--- config.mk ---
export PLATFORM = sky130hd
export DESIGN_NAME = stacking_outer_loop_flat
export DESIGN_NICKNAME = d
export VERILOG_FILES = /design/src/rtl/stacking_outer_loop_pkg.sv /design/src/rtl/stacking_outer_loop_if.sv /design/src/rtl/stacking_outer_loop.sv /design/src/flat_wrapper.sv
export SDC_FILE = /design/constraint.sdc
export NUM_CORES = 1
export LEC_CHECK = 0
export CORE_ASPECT_RATIO = 1.75
export CORE_UTILIZATION = 33
export CTS_BUF_LIST = sky130_fd_sc_hd__clkbuf_8
export DETAILED_ROUTE_END_ITERATION = 7
export GPL_TIMING_DRIVEN = 0
export HOLD_SLACK_MARGIN = 0.05
export PLACE_DENSITY = 0.82
export SLEW_MARGIN = 20
export SYNTH_ARGS = -nofsm -noshare
export SYNTH_HDL_FRONTEND = slang
export SYNTH_SLANG_ARGS = --single-unit
--- constraint.sdc ---
create_clock -name clk_i -period 2.05 [get_ports clk_i]
set_input_delay 0.3075 -clock clk_i [delete_from_list [all_inputs] [get_ports clk_i]]
set_output_delay 0.3075 -clock clk_i [all_outputs]
set_load 0.1 [all_outputs]
--- src/rtl/stacking_outer_loop_pkg.sv ---
// Layer geometry, derived widths and the outer-loop state encoding shared by
// the stacking outer-loop sequencer and its bus interface.
package stacking_outer_loop_pkg;

    localparam int unsigned LAYER_IFM_SIZE_Y    = 6;
    localparam int unsigned LAYER_FILTER_SIZE_Y = 3;
    localparam int unsigned LAYER_OUTPUT_SIZE_Y = 4;
    localparam int unsigned LAYER_FILTER_SIZE_X = 3;

    // Row counter must be able to hold IFM_Y itself, not just IFM_Y-1.
    localparam int unsigned Y_W = $clog2(LAYER_IFM_SIZE_Y + 1);

    // A valid-convolution geometry is required; users elaborate a check on it.
    localparam bit GEOMETRY_OK =
        (LAYER_IFM_SIZE_Y == LAYER_OUTPUT_SIZE_Y + LAYER_FILTER_SIZE_Y - 1);

    typedef enum logic [2:0] {
        ST_IDLE  = 3'd0,
        ST_LOAD  = 3'd1,
        ST_RUN   = 3'd2,
        ST_WAIT  = 3'd3,
        ST_DRAIN = 3'd4,
        ST_DONE  = 3'd5
    } state_e;

endpackage

--- src/rtl/stacking_outer_loop_if.sv ---
// Handshake and operand bundle between the outer-loop sequencer (slave) and
// the controller, IFM loader, inner loop and write-out logic (master).
interface stacking_outer_loop_if;

    logic        start_i;
    logic [31:0] sub_channel_size_i;
    logic        ifm_load_req_o;
    logic        ifm_load_done_i;
    logic        inner_loop_start_o;
    logic        inner_loop_finish_i;
    logic [31:0] ifm_loop_y_idx_o;
    logic [31:0] fil_loop_y_idx_start_o;
    logic [31:0] fil_loop_y_idx_last_o;
    logic [31:0] fil_loop_y_step_o;
    logic [31:0] sub_channel_size_o;
    logic        drain_req_o;
    logic [31:0] drain_row_o;
    logic        drain_ack_i;
    logic        busy_o;
    logic        done_o;

    modport master (
        output start_i,
        output sub_channel_size_i,
        input  ifm_load_req_o,
        output ifm_load_done_i,
        input  inner_loop_start_o,
        output inner_loop_finish_i,
        input  ifm_loop_y_idx_o,
        input  fil_loop_y_idx_start_o,
        input  fil_loop_y_idx_last_o,
        input  fil_loop_y_step_o,
        input  sub_channel_size_o,
        input  drain_req_o,
        input  drain_row_o,
        output drain_ack_i,
        input  busy_o,
        input  done_o
    );

    modport slave (
        input  start_i,
        input  sub_channel_size_i,
        output ifm_load_req_o,
        input  ifm_load_done_i,
        output inner_loop_start_o,
        input  inner_loop_finish_i,
        output ifm_loop_y_idx_o,
        output fil_loop_y_idx_start_o,
        output fil_loop_y_idx_last_o,
        output fil_loop_y_step_o,
        output sub_channel_size_o,
        output drain_req_o,
        output drain_row_o,
        input  drain_ack_i,
        output busy_o,
        output done_o
    );

endinterface

--- src/rtl/stacking_outer_loop.sv ---
// Outer row loop of the stacking convolution: walks IFM rows, launches the
// inner loop per row with its filter-row window, and drains finished output rows.
module stacking_outer_loop
    import stacking_outer_loop_pkg::*;
(
    input  logic                 clk_i,
    input  logic                 rst_i,
    stacking_outer_loop_if.slave bus
);

    if (!GEOMETRY_OK) begin : g_geometry_check
        $error("stacking_outer_loop: IFM_Y must equal OUT_Y + FIL_Y - 1");
    end

    localparam logic [Y_W-1:0] FIL_LAST = Y_W'(LAYER_FILTER_SIZE_Y - 1);
    localparam logic [Y_W-1:0] OUT_LAST = Y_W'(LAYER_OUTPUT_SIZE_Y - 1);
    localparam logic [Y_W-1:0] Y_LAST   = Y_W'(LAYER_IFM_SIZE_Y - 1);
    localparam logic [Y_W-1:0] Y_ONE    = Y_W'(1);

    state_e      state_q, state_d;
    logic [Y_W-1:0] y_q, y_d;
    logic [31:0] sub_size_q, sub_size_d;

    logic [Y_W-1:0] fil_start;
    logic [Y_W-1:0] fil_last;
    logic [Y_W-1:0] drain_row;

    always_ff @(posedge clk_i) begin
        if (rst_i) begin
            state_q    <= ST_IDLE;
            y_q        <= '0;
            sub_size_q <= '0;
        end else begin
            state_q    <= state_d;
            y_q        <= y_d;
            sub_size_q <= sub_size_d;
        end
    end

    // Handshake inputs are only looked at in the state that owns them, so
    // stray pulses elsewhere fall through the default hold.
    always_comb begin
        state_d    = state_q;
        y_d        = y_q;
        sub_size_d = sub_size_q;
        unique case (state_q)
            ST_IDLE: begin
                if (bus.start_i) begin
                    state_d    = ST_LOAD;
                    y_d        = '0;
                    sub_size_d = bus.sub_channel_size_i;
                end
            end
            ST_LOAD: begin
                if (bus.ifm_load_done_i) begin
                    state_d = ST_RUN;
                end
            end
            ST_RUN: begin
                state_d = ST_WAIT;
            end
            ST_WAIT: begin
                if (bus.inner_loop_finish_i) begin
                    if (y_q >= FIL_LAST) begin
                        state_d = ST_DRAIN;
                    end else begin
                        state_d = ST_LOAD;
                        y_d     = y_q + Y_ONE;
                    end
                end
            end
            ST_DRAIN: begin
                if (bus.drain_ack_i) begin
                    if (y_q == Y_LAST) begin
                        state_d = ST_DONE;
                    end else begin
                        state_d = ST_LOAD;
                        y_d     = y_q + Y_ONE;
                    end
                end
            end
            ST_DONE: begin
                state_d = ST_IDLE;
            end
            default: begin
                state_d = ST_IDLE;
            end
        endcase
    end

    // Window math compares before subtracting so the unsigned counter never wraps.
    always_comb begin
        fil_start = '0;
        fil_last  = y_q;
        drain_row = '0;
        if (y_q > OUT_LAST) begin
            fil_start = y_q - OUT_LAST;
        end
        if (y_q > FIL_LAST) begin
            fil_last = FIL_LAST;
        end
        if (y_q >= FIL_LAST) begin
            drain_row = y_q - FIL_LAST;
        end
    end

    always_comb begin
        bus.ifm_load_req_o         = (state_q == ST_LOAD);
        bus.inner_loop_start_o     = (state_q == ST_RUN);
        bus.drain_req_o            = (state_q == ST_DRAIN);
        bus.done_o                 = (state_q == ST_DONE);
        bus.busy_o                 = (state_q != ST_IDLE);
        bus.ifm_loop_y_idx_o       = 32'(y_q);
        bus.fil_loop_y_idx_start_o = 32'(fil_start);
        bus.fil_loop_y_idx_last_o  = 32'(fil_last);
        bus.drain_row_o            = 32'(drain_row);
        bus.fil_loop_y_step_o      = 32'(LAYER_FILTER_SIZE_X);
        bus.sub_channel_size_o     = sub_size_q;
    end

endmodule
--- src/flat_wrapper.sv ---
// flat-port wrapper written by rule: the top's interface ports become plain ports
module stacking_outer_loop_flat import stacking_outer_loop_pkg::*;
  (clk_i, rst_i, bus_start_i, bus_sub_channel_size_i, bus_ifm_load_req_o, bus_ifm_load_done_i, bus_inner_loop_start_o, bus_inner_loop_finish_i, bus_ifm_loop_y_idx_o, bus_fil_loop_y_idx_start_o, bus_fil_loop_y_idx_last_o, bus_fil_loop_y_step_o, bus_sub_channel_size_o, bus_drain_req_o, bus_drain_row_o, bus_drain_ack_i, bus_busy_o, bus_done_o);
  stacking_outer_loop_if bus_i ();
  input  logic clk_i;
  input  logic rst_i;
  input wire logic [$bits(bus_i.start_i)-1:0] bus_start_i;
  input wire logic [$bits(bus_i.sub_channel_size_i)-1:0] bus_sub_channel_size_i;
  output wire logic [$bits(bus_i.ifm_load_req_o)-1:0] bus_ifm_load_req_o;
  input wire logic [$bits(bus_i.ifm_load_done_i)-1:0] bus_ifm_load_done_i;
  output wire logic [$bits(bus_i.inner_loop_start_o)-1:0] bus_inner_loop_start_o;
  input wire logic [$bits(bus_i.inner_loop_finish_i)-1:0] bus_inner_loop_finish_i;
  output wire logic [$bits(bus_i.ifm_loop_y_idx_o)-1:0] bus_ifm_loop_y_idx_o;
  output wire logic [$bits(bus_i.fil_loop_y_idx_start_o)-1:0] bus_fil_loop_y_idx_start_o;
  output wire logic [$bits(bus_i.fil_loop_y_idx_last_o)-1:0] bus_fil_loop_y_idx_last_o;
  output wire logic [$bits(bus_i.fil_loop_y_step_o)-1:0] bus_fil_loop_y_step_o;
  output wire logic [$bits(bus_i.sub_channel_size_o)-1:0] bus_sub_channel_size_o;
  output wire logic [$bits(bus_i.drain_req_o)-1:0] bus_drain_req_o;
  output wire logic [$bits(bus_i.drain_row_o)-1:0] bus_drain_row_o;
  input wire logic [$bits(bus_i.drain_ack_i)-1:0] bus_drain_ack_i;
  output wire logic [$bits(bus_i.busy_o)-1:0] bus_busy_o;
  output wire logic [$bits(bus_i.done_o)-1:0] bus_done_o;
  assign bus_i.start_i = bus_start_i;
  assign bus_i.sub_channel_size_i = bus_sub_channel_size_i;
  assign bus_ifm_load_req_o = bus_i.ifm_load_req_o;
  assign bus_i.ifm_load_done_i = bus_ifm_load_done_i;
  assign bus_inner_loop_start_o = bus_i.inner_loop_start_o;
  assign bus_i.inner_loop_finish_i = bus_inner_loop_finish_i;
  assign bus_ifm_loop_y_idx_o = bus_i.ifm_loop_y_idx_o;
  assign bus_fil_loop_y_idx_start_o = bus_i.fil_loop_y_idx_start_o;
  assign bus_fil_loop_y_idx_last_o = bus_i.fil_loop_y_idx_last_o;
  assign bus_fil_loop_y_step_o = bus_i.fil_loop_y_step_o;
  assign bus_sub_channel_size_o = bus_i.sub_channel_size_o;
  assign bus_drain_req_o = bus_i.drain_req_o;
  assign bus_drain_row_o = bus_i.drain_row_o;
  assign bus_i.drain_ack_i = bus_drain_ack_i;
  assign bus_busy_o = bus_i.busy_o;
  assign bus_done_o = bus_i.done_o;
  stacking_outer_loop u_core (.clk_i(clk_i), .rst_i(rst_i), .bus(bus_i));
endmodule
# Yosys cells after proc, flatten, opt, wreduce, memory -nomap -nowiden
# Cells that the tools add are included.
# totals
mem_count	0
output_inout_bits	197
regBits	38
elab_cells	43
romBits	0
ramBits	0
latchBits	0
# classes
magnitude_cmp	3
n_mul	0
bitwise_logic	0
div	0
addsub	3
n_mux	16
n_reduce_logical	6
n_eq_ne	12
shift	0
# op_table
operator	n
$mux W3	14
$pmux W3 S5	1
$eq A3 B3 Y1 const B	3
$pmux W3 S3	1
$ne A2 B2 Y1 const B	4
$eq A3 B2 Y1 const B	2
$gt A3 B2 Y1 const B	2
$reduce_and A6 Y1	1
$reduce_bool A3 Y1	2
$sub A3 B2 Y3 const B	2
$ne A2 B1 Y1 const B	2
$reduce_and A4 Y1	1
$add A3 B1 Y3 const B	1
$eq A3 B1 Y1 const B	1
$ge A3 B2 Y1 const B	1
$logic_not A3 Y1	1
$reduce_and A2 Y1	1

# Depth between registers and ports, before layout
# Gate-level depths: netlist (run 1).
# depth
word_depth	4
mapped_depth	7

# Worst setup path after synthesis (run 1)
# Ideal clock, no wire load.
# synth_path
path_kind	flip-flop to output port
startpoint	register u_core.y_q[2]
endpoint	output bus_fil_loop_y_idx_start_o[2]
path_stages_with_launch	4
t_arrival_ns	3.786
required_time_ns	1.742
setup_slack_ns	-2.044
path_cell_list	dfxtp_1 > inv_1 > ha_1 > nor3b_1
# synth_via
elab_chain_cells	2
word_cells_on_any_way	3
cone_classes	1 x add/sub; 1 x order compare; 1 x mux
# synth_rtl
element	line_no	rtl
from (decl)	stacking_outer_loop.sv:21	logic [Y_W-1:0] y_q, y_d;
from (signal assigned)	stacking_outer_loop.sv:35	y_q <= y_d;
$sub A3 B2 Y3 or $gt A3 B2 Y1 (tied branches)	stacking_outer_loop.sv:97, stacking_outer_loop.sv:96	
$mux W3 *	stacking_outer_loop.sv:96	if (y_q > OUT_LAST) begin
to (decl)	flat_wrapper.sv:14	output wire logic [$bits(bus_i.fil_loop_y_idx_start_o)-1:0] bus_fil_loop_y_idx_start_o;
# Every way passes the cells marked *; elsewhere a longest branch is shown, timed or not.

# Worst setup path in the final report (run 1)
# layout_path
startpoint	register u_core.y_q[1]
endpoint	output bus_fil_loop_y_idx_last_o[1]
# layout_via
elab_chain_cells	2
# layout_rtl
element	line_no	rtl
$gt A3 B2 Y1	stacking_outer_loop.sv:99	if (y_q > FIL_LAST) begin
$mux W3 *	stacking_outer_loop.sv:99	
to (decl)	flat_wrapper.sv:15	output wire logic [$bits(bus_i.fil_loop_y_idx_last_o)-1:0] bus_fil_loop_y_idx_last_o;
# Marked as above.

==> summary.txt, run 1 <==
Pwr
  • Clk pwr share: 0.198
  • Final total power: roughly 4 mW
  • Peak VDD IR: between 0.4 and 0.5 mV
  • Share of power burned in registers: 0.208
  • Pleak: 2.51 nW
  • Net Sw Power: around 2.2 mW
  • Comb pwr share: 0.594
  • Internal power: 1.73 mW
  • Power Density: 885 nW/um^2
  • Sw frac: 0.563

Yosys
  • Seq/Total Area, Yosys: 0.274
  • Yosys cell types: 30
  • Post-synth EDFFs: 0
  • Main synth FF type: dfxtp_1
  • Mean Syn Cell Area: ~7.7 um^2
  • Synthesized flop and latch total: 38
  • Synthesized instance count: 360
  • Synthesized area: between 2000 and 3000 um^2
  • Asr flop ratio synth: 0
  • Yosys Warn Count: 0

Cells and area
  • Final Instance Area: around 4500 um^2
  • Area Growth Syn to Fin: 61.8%
  • Layout fillers: 734
  • Layout net count: between 600 and 700
  • # diodes: 0
  • Register area: just under 800 um^2
  • Commonest non-fill, non-tap cells in the layout: 150 x buf_4, 148 x conb_1, 67 x nand2_1
  • Share of layout cells above drive strength 1: 0.327
  • Multi-input gate area: 1450 um^2
  • Commonest non-fill, non-tap cell in the layout: buf_4

STA
  • Final setup vio count: 0
  • Final Max Slew Viols: 0
  • Fmax: approximately 500 MHz
  • Worst setup margin: approximately 70 ps
  • Final hold viol count: 0
  • Tmin final: between 1500 and 2000 ps
  • Worst slew pin tran: approximately 1000 ps
  • TNS Setup: 0 ps
  • Max-slew headroom: 0.335
  • Tcrit/Tclk final: 0.967
  • Skew final: about 5.5 ps
  • Unrepaired setup endpoints after global routing: false

Job
  • Max Cap Violations: 0

Global route
  • Gr ovfl total: 0
  • Initial antenna violation count: 0
  • Largest net degree at the start of global routing: 13
  • Total GRT Usage: 0.142
  • Vias in the first global route: approximately 2100
  • First-pass GRT wire length: 9600 um

Worst hold path
  • Hold Crit Endpoint: u_core.bus.sub_channel_size_o[7]$_SDFFE_PP0P_
  • Min-Delay Startpoint: u_core.bus.sub_channel_size_o[7]$_SDFFE_PP0P_
  • Hold path depth: 2
  • Hold Path Class: reg2reg

Clocking
  • CTS tree: done
  • Setup bufs post-CTS: 0
  • CTS root buf: clkbuf_8
  • Worst-Skew Late Latency: about 290 ps
  • # H-tree levels: 2
  • Clock Path Buffers: 2
  • Clk sinks: 38
  • Clk slew on worst S/H paths: approximately 80 ps
  • Num CTS Buffers: 5
  • Hold buffers post-CTS: 0
  • CTS resizes: 106

Critical path
  • Critical R2R Capture: u_core.y_q[2]$_SDFFE_PP0P_
  • CP arrival: around 1700 ps
  • R2R cell count: 5
  • Critical Path End Type: primary output
  • Crit start category: flop
  • FF-to-FF Start: u_core.state_q[0]$_SDFFE_PP0P_
  • Crit path kind: reg2out
  • Worst EP required: roughly 1700 ps
  • Worst reg2reg setup slack: about 350 ps
  • Crit Path Max Fanout: 7

Outcome
  • Failing checks: design-rule violations
  • Status: finished, violations left

Die
  • Std-Cell Rows: 43
  • Core area: 8020 um^2
  • Io pins: roughly 240
  • DIE AREA: roughly 8800 um^2
  • Die height: ~120 um
  • Initial Utilization: 0.346
  • DIE WIDTH: between 70 and 80 um

Routing
  • DR vias/cell: around 3.7
  • Total Wirelength: 6790 um
  • Number of nets with antenna violations after routing: 0
  • Avg WL per Cell: slightly below 10 um
  • Total iterations of the first detailed-routing run: 8
  • Initial DRC count: 120
  • Post-route DRC violation count: 22
  • Vias: between 2000 and 3000

Placement
  • DP Wirelength: a little under 6000 um
  • PortBufs: 86
  • Setup WS pre-CTS: -528 ps
  • Area after DPL: between 4000 and 5000 um^2
  • GPL Wtd Cong: just over 0.7
[cell type report]
cell class                 instances  share of cell area
buffer                           162               0.262
clock buffer                       6              0.0184
clock inverter                     2              0.0134
inverter                           6             0.00502
multi-input combinational        300               0.323
sequential                        38               0.172
tap                               90              0.0251
timing repair buffer              86               0.181
[flip-flops by register name, summed over array words and instances (netlist names)]
register,flops
u_core.bus.sub_channel_size_o,32
u_core.state_q,3
u_core.y_q,3
[worst max-delay path by stage]
stage / startpoint / end / slack [ps] / cells past startpoint
after floorplan: u_core.y_q[0]$_SDFFE_PP0P_ / bus_fil_loop_y_idx_start_o[2] / -110 / 3
after global placement: u_core.y_q[1]$_SDFFE_PP0P_ / bus_drain_row_o[2] / -510 / 5
after detailed placement: u_core.y_q[1]$_SDFFE_PP0P_ / bus_drain_row_o[2] / -530 / 5
after CTS: u_core.y_q[0]$_SDFFE_PP0P_ / bus_fil_loop_y_idx_start_o[0] / 0.8 / 4
after global routing: u_core.y_q[1]$_SDFFE_PP0P_ / bus_fil_loop_y_idx_last_o[1] / 6 / 5
final: u_core.y_q[1]$_SDFFE_PP0P_ / bus_fil_loop_y_idx_last_o[1] / 70 / 5
[worst max-delay path: stages (launching register included)]
cell and delay [ps]:
dfxtp_4 420, inv_1 100, ha_1 260, a21oi_1 220, or2_2 170, buf_6 220
[cell families (layout without fill, tap and decap cells)]
group,after synthesis,count (layout),synth area share
other cells,2,148,0.00271
compound gates,44,44,0.0853
fa+ha+maj,6,6,0.0271
flops,38,38,0.274
buf+inv,168,262,0.432
mux,4,4,0.0153
simple gates,98,98,0.163
[power by group through the flow]
stage                     logic, mW  clock network (mW)  registers [mW]
after floorplan                1.71                   0            1.26
after global placement         2.39                   0           0.843
after detailed placement       2.39                   0           0.847
after CTS                      2.35               0.827           0.827
after global routing           2.43               0.848           0.834
final                          2.36               0.788           0.826
[cells in the mapped netlist, types with 2 or more instances]
| master | n | share of area |
|---|---|---|
| buf_2 | 6 | 0.011 |
| nor2_1 | 6 | 0.0081 |
| nand2b_1 | 2 | 0.0045 |
| a21oi_1 | 38 | 0.069 |
| clkbuf_1 | 7 | 0.0095 |
| mux2_1 | 2 | 0.0081 |
| and2_1 | 4 | 0.0090 |
| nand3b_1 | 2 | 0.0054 |
| nor3_1 | 6 | 0.011 |
| buf_4 | 149 | 0.40 |
| ha_1 | 6 | 0.027 |
| and3b_1 | 2 | 0.0063 |
| mux2i_1 | 2 | 0.0072 |
| inv_1 | 6 | 0.0081 |
| nor3b_1 | 3 | 0.0081 |
| dfxtp_1 | 38 | 0.27 |
| nand2_1 | 67 | 0.091 |
| conb_1 | 2 | 0.0027 |
[per-stage QoR]
step / utilization / instances / hold WS, ps
detailed placement: 0.548 / 682 / 446
CTS: 0.559 / 690 / 454
global route: 0.560 / 690 / 470
floorplan: - / 506 / 444
finish: 0.560 / 690 / 451
global placement: 0.548 / 682 / 441
[routing by layer]
| metal | part of all wire | track usage |
|---|---|---|
| met5 | 0 | 0 |
| met4 | 0.012 | 0.0488 |
| met3 | 0.15 | 0.0465 |
| met2 | 0.53 | 0.292 |
| met1 | 0.31 | 0.124 |
(Power assumes the default switching activity.)
==> run 2, diff against run 1 <==
Settings changed: ABC_CLOCK_PERIOD_IN_PS set to 2050.
==> results of run 2 <==
Same layout as run 1: the final DEF is identical, and so are final timing and power.
